$ cat src/rtl/layer_pixel_fetch.sv
// layer_pixel_fetch: per-pixel memory-read responder for one layer.
// Text layers read a glyph bit from Flash, and that bit gates the RAM colour read.
// Sprite layers read RAM only. A one-byte Flash cache lets consecutive glyph
// pixels that fall in the same byte skip the Flash access.
module layer_pixel_fetch #(
  parameter int PIXEL_W        = 16,
  parameter int TIMEOUT_CYCLES = 1024
) (
  input  logic               clk,
  input  logic               rst,
  input  logic               start,
  input  logic               readRamEn,
  input  logic               readFlashEn,
  input  logic [26:0]        ramBaseBytes,
  input  logic [26:0]        ramAddressOffsetBytes,
  input  logic [26:0]        flashBaseBytes,
  input  logic [29:0]        flashAddressOffsetBits,
  output logic               rdy,
  output logic               pixelValid,
  output logic [PIXEL_W-1:0] pixelData,
  output logic               pixelOpaque,
  output logic               fetchError,
  output logic               ram_read,
  output logic [25:0]        ram_address,
  input  logic               ram_waitrequest,
  input  logic               ram_readdatavalid,
  input  logic [PIXEL_W-1:0] ram_readdata,
  output logic               flash_read,
  output logic [26:0]        flash_address,
  input  logic               flash_waitrequest,
  input  logic               flash_readdatavalid,
  input  logic [7:0]         flash_readdata
);

  localparam logic [2:0] S_IDLE       = 3'd0;
  localparam logic [2:0] S_FLASH_REQ  = 3'd1;
  localparam logic [2:0] S_FLASH_WAIT = 3'd2;
  localparam logic [2:0] S_RAM_REQ    = 3'd3;
  localparam logic [2:0] S_RAM_WAIT   = 3'd4;
  localparam logic [2:0] S_DONE       = 3'd5;

  localparam int CNT_W = $clog2(TIMEOUT_CYCLES + 1);
  localparam logic [CNT_W-1:0] CNT_LAST = CNT_W'(TIMEOUT_CYCLES - 1);

  logic [2:0]         state;
  logic [CNT_W-1:0]   cnt;
  logic               ram_en_q;
  logic [2:0]         bit_idx_q;
  logic [26:0]        byte_addr_q;
  logic [25:0]        ram_addr_q;
  logic               cache_valid;
  logic [26:0]        cache_tag;
  logic [7:0]         cache_data;
  logic [PIXEL_W-1:0] data_q;
  logic               opaque_q;
  logic               error_q;

  logic [26:0]        start_byte;
  logic [25:0]        start_ram_word;
  logic               cache_hit;
  logic               hit_bit;
  logic               fetched_bit;
  logic               cnt_expired;

  // Address arithmetic for the incoming request; the RAM word address is the
  // upper 26 bits of the 27-bit byte sum, formed as word sum plus low-bit carry.
  always_comb begin
    start_byte     = flashBaseBytes + flashAddressOffsetBits[29:3];
    start_ram_word = ramBaseBytes[26:1] + ramAddressOffsetBytes[26:1]
                   + {25'b0, ramBaseBytes[0] & ramAddressOffsetBytes[0]};
    cache_hit      = cache_valid && (cache_tag == start_byte);
    hit_bit        = cache_data[~flashAddressOffsetBits[2:0]];
    fetched_bit    = flash_readdata[~bit_idx_q];
    cnt_expired    = (cnt == CNT_LAST);
  end

  // Request sequencing, timeout counting and Flash byte cache.
  // cnt defaults to zero so it clears on every state change and only counts
  // while a port access is stalled in the same state.
  always_ff @(posedge clk) begin
    if (rst) begin
      state       <= S_IDLE;
      cnt         <= '0;
      ram_en_q    <= 1'b0;
      bit_idx_q   <= '0;
      byte_addr_q <= '0;
      ram_addr_q  <= '0;
      cache_valid <= 1'b0;
      cache_tag   <= '0;
      cache_data  <= '0;
      data_q      <= '0;
      opaque_q    <= 1'b0;
      error_q     <= 1'b0;
    end else begin
      cnt <= '0;
      case (state)
        S_IDLE: begin
          if (start) begin
            ram_en_q    <= readRamEn;
            bit_idx_q   <= flashAddressOffsetBits[2:0];
            byte_addr_q <= start_byte;
            ram_addr_q  <= start_ram_word;
            data_q      <= '0;
            opaque_q    <= 1'b0;
            error_q     <= 1'b0;
            if (readFlashEn) begin
              if (!cache_hit)
                state <= S_FLASH_REQ;
              else if (hit_bit && readRamEn)
                state <= S_RAM_REQ;
              else
                state <= S_DONE;
            end else if (readRamEn) begin
              state <= S_RAM_REQ;
            end else begin
              state <= S_DONE;
            end
          end
        end
        S_FLASH_REQ: begin
          if (!flash_waitrequest) begin
            state <= S_FLASH_WAIT;
          end else if (cnt_expired) begin
            state   <= S_DONE;
            error_q <= 1'b1;
          end else begin
            cnt <= cnt + 1'b1;
          end
        end
        S_FLASH_WAIT: begin
          if (flash_readdatavalid) begin
            cache_valid <= 1'b1;
            cache_tag   <= byte_addr_q;
            cache_data  <= flash_readdata;
            state       <= (fetched_bit && ram_en_q) ? S_RAM_REQ : S_DONE;
          end else if (cnt_expired) begin
            state   <= S_DONE;
            error_q <= 1'b1;
          end else begin
            cnt <= cnt + 1'b1;
          end
        end
        S_RAM_REQ: begin
          if (!ram_waitrequest) begin
            state <= S_RAM_WAIT;
          end else if (cnt_expired) begin
            state   <= S_DONE;
            error_q <= 1'b1;
          end else begin
            cnt <= cnt + 1'b1;
          end
        end
        S_RAM_WAIT: begin
          if (ram_readdatavalid) begin
            data_q   <= ram_readdata;
            opaque_q <= 1'b1;
            state    <= S_DONE;
          end else if (cnt_expired) begin
            state   <= S_DONE;
            error_q <= 1'b1;
          end else begin
            cnt <= cnt + 1'b1;
          end
        end
        S_DONE:  state <= S_IDLE;
        default: state <= S_IDLE;
      endcase
    end
  end

  // Status, strobes and result are direct decodes of state and registers.
  always_comb begin
    rdy           = (state == S_IDLE);
    pixelValid    = (state == S_DONE);
    ram_read      = (state == S_RAM_REQ);
    flash_read    = (state == S_FLASH_REQ);
    ram_address   = ram_addr_q;
    flash_address = byte_addr_q;
    pixelData     = data_q;
    pixelOpaque   = opaque_q;
    fetchError    = error_q;
  end

endmodule
$ cat config.mk
export PLATFORM = sky130hd
export DESIGN_NAME = layer_pixel_fetch
export DESIGN_NICKNAME = d
export VERILOG_FILES = /design/src/rtl/layer_pixel_fetch.sv
export SDC_FILE = /design/constraint.sdc
export NUM_CORES = 1
export LEC_CHECK = 0
export BUFFER_PORTS_ARGS = -buffer_cell sky130_fd_sc_hd__buf_2
export CELL_PAD_IN_SITES_DETAIL_PLACEMENT = 1
export CELL_PAD_IN_SITES_GLOBAL_PLACEMENT = 1
export CORE_MARGIN = 2
export CORE_UTILIZATION = 42
export DETAILED_ROUTE_END_ITERATION = 6
export GPL_TIMING_DRIVEN = 0
export PLACE_DENSITY = 0.88
export SLEW_MARGIN = 20
export SYNTH_ARGS = -nofsm -noshare
export SYNTH_HDL_FRONTEND = slang
export SYNTH_SLANG_ARGS = --single-unit
$ cat constraint.sdc
create_clock -name clk -period 8.3 [get_ports clk]
set_input_delay 0.415 -clock clk [delete_from_list [all_inputs] [get_ports clk]]
set_output_delay 0.415 -clock clk [all_outputs]
set_load 0.01 [all_outputs]
==> results of run 1 <==
[cells in the mapped netlist, drive strengths merged, types with 22 or more instances]
master	count
nand3	39
dfxtp	125
xor2	22
a21oi	141
ha	51
inv	24
o21ai	39
nand2	200
nor3	32
xnor2	30
clkbuf	54
nor2	80
[cells by family after synthesis]
family,Yosys count,share of synthesized area [%]
compound gates,314,24.1
xor+xnor,58,7.28
fa+ha+maj,54,8.31
buf+inv,86,4.21
flops,125,29.8
mux,9,1.70
simple gates,447,24.6
[cell type report]
type | count | area share [%]
Tap cell | 265 | 3.18
Clock buffer | 23 | 4.68
Multi-Input combinational cell | 882 | 53.2
Sequential cell | 125 | 24.0
Timing Repair Buffer | 218 | 10.5
Clock inverter | 6 | 1.06
Buffer | 62 | 2.53
Inverter | 24 | 0.864
[per-layer routing]
layer	vias to the layer above	part of all wire [%]	GRT usage [%]
met3	53	6.8	7.05
li1	4399	-	-
met4	2	2.4	9.41
met5	-	0.039	0
met1	4448	40	33.5
met2	313	50	52.7
[report_power, final]
part           total [µW]  switching, µW  internal (µW)  leakage (µW)
clock network         772            273            499      0.000287
registers             722           52.9            669       0.00102
logic                 793            508            285       0.00321
[state kept, by name, summed over array words and instances, names as in the netlist, 3 cells and up]
signal         flops
bit_idx_q          3
cache_data         8
cache_tag         27
cnt               11
flash_address     27
pixelData         16
ram_address       26
state              3
[through the flow]
stage	utilization, %	total power (µW)	hold slack (ns)	instances	cell area (µm²)
2_1_floorplan	-	1210	0.430	1093	8400
3_3_place_gp	50.3	1480	0.434	1576	9820
3_5_place_dp	50.3	1510	0.447	1576	9820
4_1_cts	53.4	2280	0.231	1605	10400
5_1_grt	53.4	2400	0.227	1605	10400
6_report	53.4	2290	0.234	1605	10400
[worst min-delay path, stage by stage]
cell and delay [ns]:
buf_2 0.10, nand2_1 0.04, a21oi_1 0.05
[path summary, 6_finish.rpt]
check | start | to | slack (ns)
setup reg to reg | state[0]$_SDFFE_PP0P_ | state[2]$_SDFFE_PP0P_ | 5.26
setup / recovery | flashBaseBytes[0] | state[1]$_SDFFE_PP0P_ | 4.72
hold reg to reg | ram_address[19]$_SDFFE_PP0P_ | ram_address[19]$_SDFFE_PP0P_ | 0.46
hold / removal | ram_readdata[10] | pixelData[10]$_SDFFE_PP0P_ | 0.23
==> impl_metrics.yaml, run 1 <==
clock_network:
  h-tree-depth: 4
  post_cts_buffers: 0
  ctsResizeCount: 0
  clock_sinks: 125
  clk_path_buf_depth: 2
  cts_hold_buf: 0
  cts_made_buffers: 17
  root_buffer: "clkbuf_16"
  clk_pin_slew_ns: 0.06
  cts_tree: "built"
  insertion_delay_ns: 0.42
floorplanning:
  rows: 51
  start_util_pct: 43.0
  die_w_um: 145
  fp.dieH_um: 145
  core_area_um2: 19500
  dieArea_um2: 21200
  io_pins: 219
yosys:
  synth_top_area_share_pct: 29.8
  synthArstFlopShare_pct: 0
  ys_types: 92
  synthCells: 1093
  ys.flop_type: "dfxtp_1"
  ys_ff_latch: 125
  yosys-top-cells-area: "dfxtp_1 30%, nand2_1 8.9%, a21oi_1 8.3%"
  syn_avg_cell_area_um2: 7.69
  synth.largest_area_cell: "dfxtp_1"
  yosysWarnings: 0
  ys_seq_area_share_pct: 29.8
  syn_area_um2: 8400
  syn_nets: 1291
  synth_edf_count: 0
finish:
  antenna_cells: 0
  final_common_cell: "buf_2"
  post_route_cells_drive_above_1_share_pct: 21.3
  nets: 1528
  area_growth_pct: 24.1
  seqCellArea_um2: 2500
  final_cell_mix: "222 x buf_2, 200 x nand2_1, 140 x a21oi_1"
  fillers: 2538
  multiInputGateArea_um2: 5550
grt:
  grt_pass1_wl_um: 49700
  grt_overflow: 0
  antenna_found_initial: 2
  grt_max_degree: 17
  gr-usage-all-layers_pct: 29.0
  first_global_vias: 9628
worst_setup_path:
  crit_type: "input port to register"
  critPathTopFamily: "compound AO/OA/AOI/OAI gates"
  path_depth: 12
  max_stage_delay_ns: 0.55
  cp.arrival_ns: 3.95
  cp_num_buf_inv: 1
  path_cells: "buf_2, ha_1, fa_1, a211oi_2, o21ai_1, a211o_1, a41oi_1, xnor3_1, o2111ai_1, a2111oi_0, and3_1, a21o_1"
  critical_path.endpoint_type: "register"
  cp_max_fo: 6
  start_kind: "input port"
  worst_ep_required_time_ns: 8.66
  reg2reg_depth: 10
  critPathSlowestCell: "a41oi_1"
timing:
  relSlewSlack_pct: 38.9
  fin_skew_ns: 0.00760
  setup_viol_count_final: 0
  tightest_slew_ns: 0.905
  fmax_ghz: 0.279
  rsz0062_at_grt: "false"
  drv_slew: 0
  tns_ns: 0
  timing_hold_violations_final: 0
  fin_crit_sh_pct: 43.2
  worst_slack_ns: 4.72
  min_period_ns: 3.58
min_path:
  holdCritPathClass: "input port to register"
  holdPathStages: 3
power:
  p_leak_uw: 0.00451
  irDropWorstVdd_mv: 0.178
  power.density_nw_per_um2: 219
routing:
  drt-vias-per-instance: 5.74
  wirelength_um: 31000
  vias: 9215
  drt_iter0_drc: 457
  drt-wirelength-per-cell_um: 19.3
  drt_first_pass_iters: 4
  drtAntennaViolNets: 0
  drc: 0
place:
  dpl.hpwl_um: 23900
  dp_slack_ns: 4.38
  gp_congestion: 0.913
  io_buffers: 218
flow_run:
  cap_violations: 0
status:
  status: "finished clean"
(Power assumes the default switching activity.)
==> run 2, diff against run 1 <==
CORE_UTILIZATION = 39   (was 42)
PLACE_DENSITY = 0.83   (was 0.88)
clock period = 3.5 ns   (was 8.3 ns; I/O delays follow)
==> run 2 against run 1 <==
- combinational power grew 140%
- sequential cell count is the same
- total power increased by 140%
- design area up 1.7%
- non-clock buffer count increased by 12
- sequential power up 140%
- clock skew decreased by 0.00053 ns
- clock power increased by 140%
- critical path depth did not move
==> impl_metrics.yaml, run 2 (same netlist as run 1, synthesis figures left out) <==
routing:
  drtAntennaViolNets: 0
  vias: 9210
  wirelength_um: 31600
  drt-vias-per-instance: 5.64
  drc: 0
  drt_iter0_drc: 408
  drt_first_pass_iters: 5
  drt-wirelength-per-cell_um: 19.3
grt:
  antenna_found_initial: 2
  grt_max_degree: 17
  first_global_vias: 9588
  grt_overflow: 0
  grt_pass1_wl_um: 49400
  gr-usage-all-layers_pct: 27.8
clock_network:
  post_cts_buffers: 0
  cts_made_buffers: 17
  root_buffer: "clkbuf_16"
  insertion_delay_ns: 0.43
  clk_path_buf_depth: 2
  clk_pin_slew_ns: 0.06
  clock_sinks: 125
  h-tree-depth: 4
  cts_tree: "built"
floorplanning:
  core_area_um2: 21100
  fp.dieH_um: 151
  io_pins: 219
  start_util_pct: 39.8
  rows: 53
  die_w_um: 151
  dieArea_um2: 22700
place:
  gp_congestion: 0.877
  io_buffers: 218
  dp_slack_ns: -0.125
  dpl.hpwl_um: 23700
status:
  status: "finished clean"
power:
  p_leak_uw: 0.00458
  power.density_nw_per_um2: 517
  p_clk_share_pct: 34.0
  seqPwrFrac_pct: 31.2
  p_sw_share_pct: 37.0
  combPwrFrac_pct: 34.8
  p_int_uw: 3450
  p_switching_uw: 2030
  irDropWorstVdd_mv: 0.331
timing:
  fin_skew_ns: 0.00708
  fin_crit_sh_pct: 92.0
  tightest_slew_ns: 0.882
  relSlewSlack_pct: 41.2
  rsz0062_at_grt: "false"
  drv_slew: 0
  setup_viol_count_final: 0
  worst_slack_ns: 0.281
  holdWs_ns: 0.0138
  fmax_ghz: 0.311
  timing_hold_violations_final: 0
  min_period_ns: 3.22
finish:
  seqCellArea_um2: 2500
  final_cell_mix: "222 x buf_2, 200 x nand2_1, 140 x a21oi_1"
  fillers: 2684
  area_growth_pct: 26.2
  final_common_cell: "buf_2"
  multiInputGateArea_um2: 5550
  nets: 1540
  post_route_cells_drive_above_1_share_pct: 21.5
min_path:
  holdCritPathClass: "input port to register"
  hp-start: "flash_readdata[4]"
worst_setup_path:
  r2r_start: "state[0]$_SDFFE_PP0P_"
  crit_type: "input port to register"
  worst_ep_required_time_ns: 3.87
  start_kind: "input port"
  crit_start: "flashBaseBytes[0]"
  critical_path.endpoint_type: "register"
  cp_max_fo: 4
  cp.arrival_ns: 3.59
flow_run:
  cap_violations: 0
==> run 2: cell count changes in the layout (fill, tap and decap cells not counted), sizes merged <==
cell,before,now
dlygate4sd3,0,12
clkinv,1,7
clkbuf,77,74
diode,0,3
==> run 2: power by group through the flow <==
stage | combinational [µW] | clock, µW | sequential, µW
after floorplan | 1110 | 0 | 1760
after global placement | 1800 | 0 | 1730
after detailed placement | 1850 | 0 | 1730
after CTS | 1890 | 1880 | 1710
after global routing | 2090 | 1950 | 1720
final | 1910 | 1860 | 1710
==> run 2: final timing paths <==
check                                 endpoint  slack (ns)  cells after the start
setup / recovery         state[1]$_SDFFE_PP0P_        0.28                     12
hold reg to reg   ram_address[19]$_SDFFE_PP0P_        0.45                      2
setup reg to reg         state[2]$_SDFFE_PP0P_        0.39                     10
hold / removal      cache_data[4]$_SDFFE_PP0P_        0.01                      3
==> run 2: routing by layer <==
metal,global-route usage (%),vias to the layer above,wire (µm)
li1,-,4426,-
met1,32.7,4417,13000
met2,48.5,289,15400
met3,6.69,76,2090
met4,11.1,2,1020
met5,0,-,14
==> run 2: cell type report <==
class / count / share of cell area, %
Antenna cell: 3 / 0.0708
Buffer: 62 / 2.49
Clock buffer: 20 / 4.40
Clock inverter: 12 / 1.53
Inverter: 24 / 0.850
Multi-Input combinational cell: 882 / 52.4
Sequential cell: 125 / 23.6
Tap cell: 275 / 3.25
Timing Repair Buffer: 230 / 11.4
==> run 2: through the flow <==
step,setup TNS (ns),total power [µW],instance area [µm²],cells,util (%)
after floorplan,0,2870,8400,1093,-
after global placement,-0.0666,3530,9840,1586,46.6
after detailed placement,-0.240,3580,9840,1586,46.6
after CTS,0,5480,10600,1630,50.2
after global routing,0,5770,10600,1630,50.2
final,0,5480,10600,1633,50.3
==> run 2: worst max-delay path, cell delays in order <==
cell	delay (ns)
buf_2	0.10
ha_1	0.23
fa_1	0.43
a211oi_2	0.38
o21ai_1	0.20
a211o_1	0.37
a41o_1	0.34
a31oi_4	0.23
xnor3_1	0.28
a2111oi_0	0.48
and3_1	0.25
a21o_1	0.12
==> run 2: timing repair <==
action,CTS,global route
resized for setup,0,1
hold endpoints to repair,12,0
hold buffers,12,0
setup endpoints to repair,0,1
==> run 3, diff against run 2 <==
ABC_AREA = 1   (was not set)
CORE_UTILIZATION = 37   (was 39)
PLACE_DENSITY = 0.82   (was 0.83)
==> run 3 against run 2 <==
- largest power group unchanged
- total power increased by 2.5%
- critical endpoint unchanged
- final cell count is 14% higher
- largest cell class unchanged
- sequential cell count stayed put
- first-iteration DRC count down 2.7%
- via count grew 5.7%
==> impl_metrics.yaml, run 3 <==
clock_network:
  clock_sinks: 125
  post_cts_buffers: 0
  clk_path_buf_depth: 2
  root_buffer: "clkbuf_16"
  cts_made_buffers: 17
  cts_hold_buf: 8
  ctsResizeCount: 0
  cts_tree: "built"
  insertion_delay_ns: 0.42
  h-tree-depth: 4
  clk_pin_slew_ns: 0.06
finish:
  area_growth_pct: 25.0
  multiInputGateArea_um2: 5140
  seqCellArea_um2: 2500
  fillers: 3062
  post_route_cells_drive_above_1_share_pct: 17.7
  nets: 1763
  final_common_cell: "nand2_1"
  final_cell_mix: "315 x nand2_1, 219 x buf_2, 212 x inv_1"
floorplanning:
  io_pins: 219
  die_w_um: 156
  start_util_pct: 37.8
  rows: 55
  core_area_um2: 22700
  fp.dieH_um: 156
  dieArea_um2: 24400
worst_setup_path:
  start_kind: "input port"
  critical_path.endpoint_type: "register"
  cp_max_fo: 5
  cp_common_cell: "nand2_1"
  reg2reg_depth: 8
  max_stage_delay_ns: 0.54
  rr_endpoint: "ram_address[10]$_SDFFE_PP0P_"
  critPathSlowestCell: "fa_1"
  worst-r2r-setup-slack_ns: 1.10
  crit_type: "input port to register"
  path_cells: "buf_2, ha_1, fa_1, nand3_1, nand2_1, nand2_1, nand2_1, nand2_1, nand2_1, nand2_1, nand2_1, nor2_1, nand2_1, nor2_1, nand3_1, nor2_2, nand4_1, nand2_1, nand2_1, a21oi_1"
  cp.arrival_ns: 3.10
  r2r_start: "state[0]$_SDFFE_PP0P_"
  worst_ep_required_time_ns: 3.84
power:
  irDropWorstVdd_mv: 0.337
  p_switching_uw: 2120
  combPwrFrac_pct: 34.4
  p_clk_share_pct: 33.0
  p_int_uw: 3500
  seqPwrFrac_pct: 32.6
  p_sw_share_pct: 37.7
  p_leak_uw: 0.00560
  power.density_nw_per_um2: 524
  total_power_uw: 5620
yosys:
  synthArstFlopShare_pct: 0
  synth_top_area_share_pct: 29.2
  synth.largest_area_cell: "dfxtp_1"
  synthCells: 1321
  ys_types: 46
  ys_ff_latch: 125
  yosys-top-cells-area: "dfxtp_1 29%, nand2_1 14%, inv_1 9.3%"
  ys.flop_type: "dfxtp_1"
  syn_avg_cell_area_um2: 6.49
  syn_area_um2: 8580
  synth.most_common_cell: "nand2_1"
  ys_seq_area_share_pct: 29.2
  yosys-top-cells-count: "315 x nand2_1, 212 x inv_1, 125 x dfxtp_1"
  syn_nets: 1519
  synth_edf_count: 0
  yosysWarnings: 0
timing:
  tightest_slew_ns: 0.783
  rsz0062_at_grt: "false"
  timing_hold_violations_final: 0
  tns_ns: 0
  fin_crit_sh_pct: 78.7
  fmax_ghz: 0.363
  setup_viol_count_final: 0
  min_period_ns: 2.75
  drv_slew: 0
  fin_skew_ns: 0.00972
  relSlewSlack_pct: 47.8
routing:
  drc: 0
  wirelength_um: 30800
  drtAntennaViolNets: 0
  drt-vias-per-instance: 5.22
  drt_iter0_drc: 397
  vias: 9739
  drt-wirelength-per-cell_um: 16.5
  drt_first_pass_iters: 5
place:
  io_buffers: 217
  gp_congestion: 0.901
  dpl.hpwl_um: 24800
grt:
  first_global_vias: 10000
  grt_max_degree: 17
  grt_overflow: 0
  grt_pass1_wl_um: 48900
  antenna_found_initial: 5
  gr-usage-all-layers_pct: 25.1
min_path:
  holdPathEnd: "pixelData[13]$_SDFFE_PP0P_"
  hp-start: "ram_readdata[13]"
  holdCritPathClass: "input port to register"
  holdPathStages: 3
flow_run:
  cap_violations: 0
status:
  status: "finished clean"
run 3: stage by stage:
stage | util [%] | std cells | worst slack (ns) | cell area, µm² | hold WS, ns
2_1_floorplan | - | 1321 | 1.31 | 8580 | 0.310
3_3_place_gp | 44.1 | 1823 | 0.669 | 10000 | 0.420
3_5_place_dp | 44.1 | 1823 | 0.452 | 10000 | 0.429
4_1_cts | 47.2 | 1863 | 0.787 | 10700 | 0.0000449
5_1_grt | 47.2 | 1864 | 0.592 | 10700 | 0.0116
6_report | 47.2 | 1865 | 0.745 | 10700 | 0.0157
run 3: worst max path at each step:
| stage | start | to |
|---|---|---|
| after detailed placement | flashBaseBytes[0] | state[1]$_SDFFE_PP0P_ |
| after global placement | flashBaseBytes[0] | state[2]$_SDFFE_PP0P_ |
| after global routing | flashBaseBytes[0] | state[1]$_SDFFE_PP0P_ |
| after floorplan | ramBaseBytes[1] | ram_address[18]$_SDFFE_PP0P_ |
| final | flashBaseBytes[0] | state[1]$_SDFFE_PP0P_ |
| after CTS | flashBaseBytes[0] | state[1]$_SDFFE_PP0P_ |
run 3: final cells by class:
type                    instances  share of cell area (%)
repair buffers                225                    10.9
inverters                     214                    7.49
flip-flops and latches        125                    23.3
clock buffers                  20                    4.26
plain buffers                  36                    1.28
well taps                     285                    3.32
diodes                          2                  0.0467
clock inverters                12                    1.52
multi-input cells             946                    47.9
run 3: power groups by stage:
| stage | Clock [µW] | Combinational [µW] | Sequential [µW] |
|---|---|---|---|
| floorplan | 0 | 1110 | 1890 |
| global placement | 0 | 1850 | 1850 |
| detailed placement | 0 | 1910 | 1850 |
| CTS | 1870 | 1940 | 1830 |
| global route | 1940 | 2150 | 1860 |
| finish | 1850 | 1930 | 1830 |
run 3: cell families (layout without fill, tap and decap cells):
group	count (synthesis)	in the layout	share of synthesized area (%)
AO/OA/AOI/OAI	287	287	19.1
XOR/XNOR	34	34	3.95
adder cells (fa/ha/maj)	54	54	8.14
buffers and inverters	250	507	11.0
flip-flops	125	125	29.2
other	0	2	0
AND/OR/NAND/NOR	571	571	28.7
run 3: layer usage:
layer	vias to the layer above	share of wire, %	track usage [%]
met5	-	0.10	0
met3	60	5.0	4.79
met2	255	49	45.1
li1	4811	-	-
met1	4607	43	29.4
met4	6	2.9	9.92
run 3: critical path, delay by kind of cell:
kind,cells,cell delay [ns]
buf+inv,1,0.11
simple gates,16,1.87
compound gates,1,0.13
fa+ha+maj,2,0.81
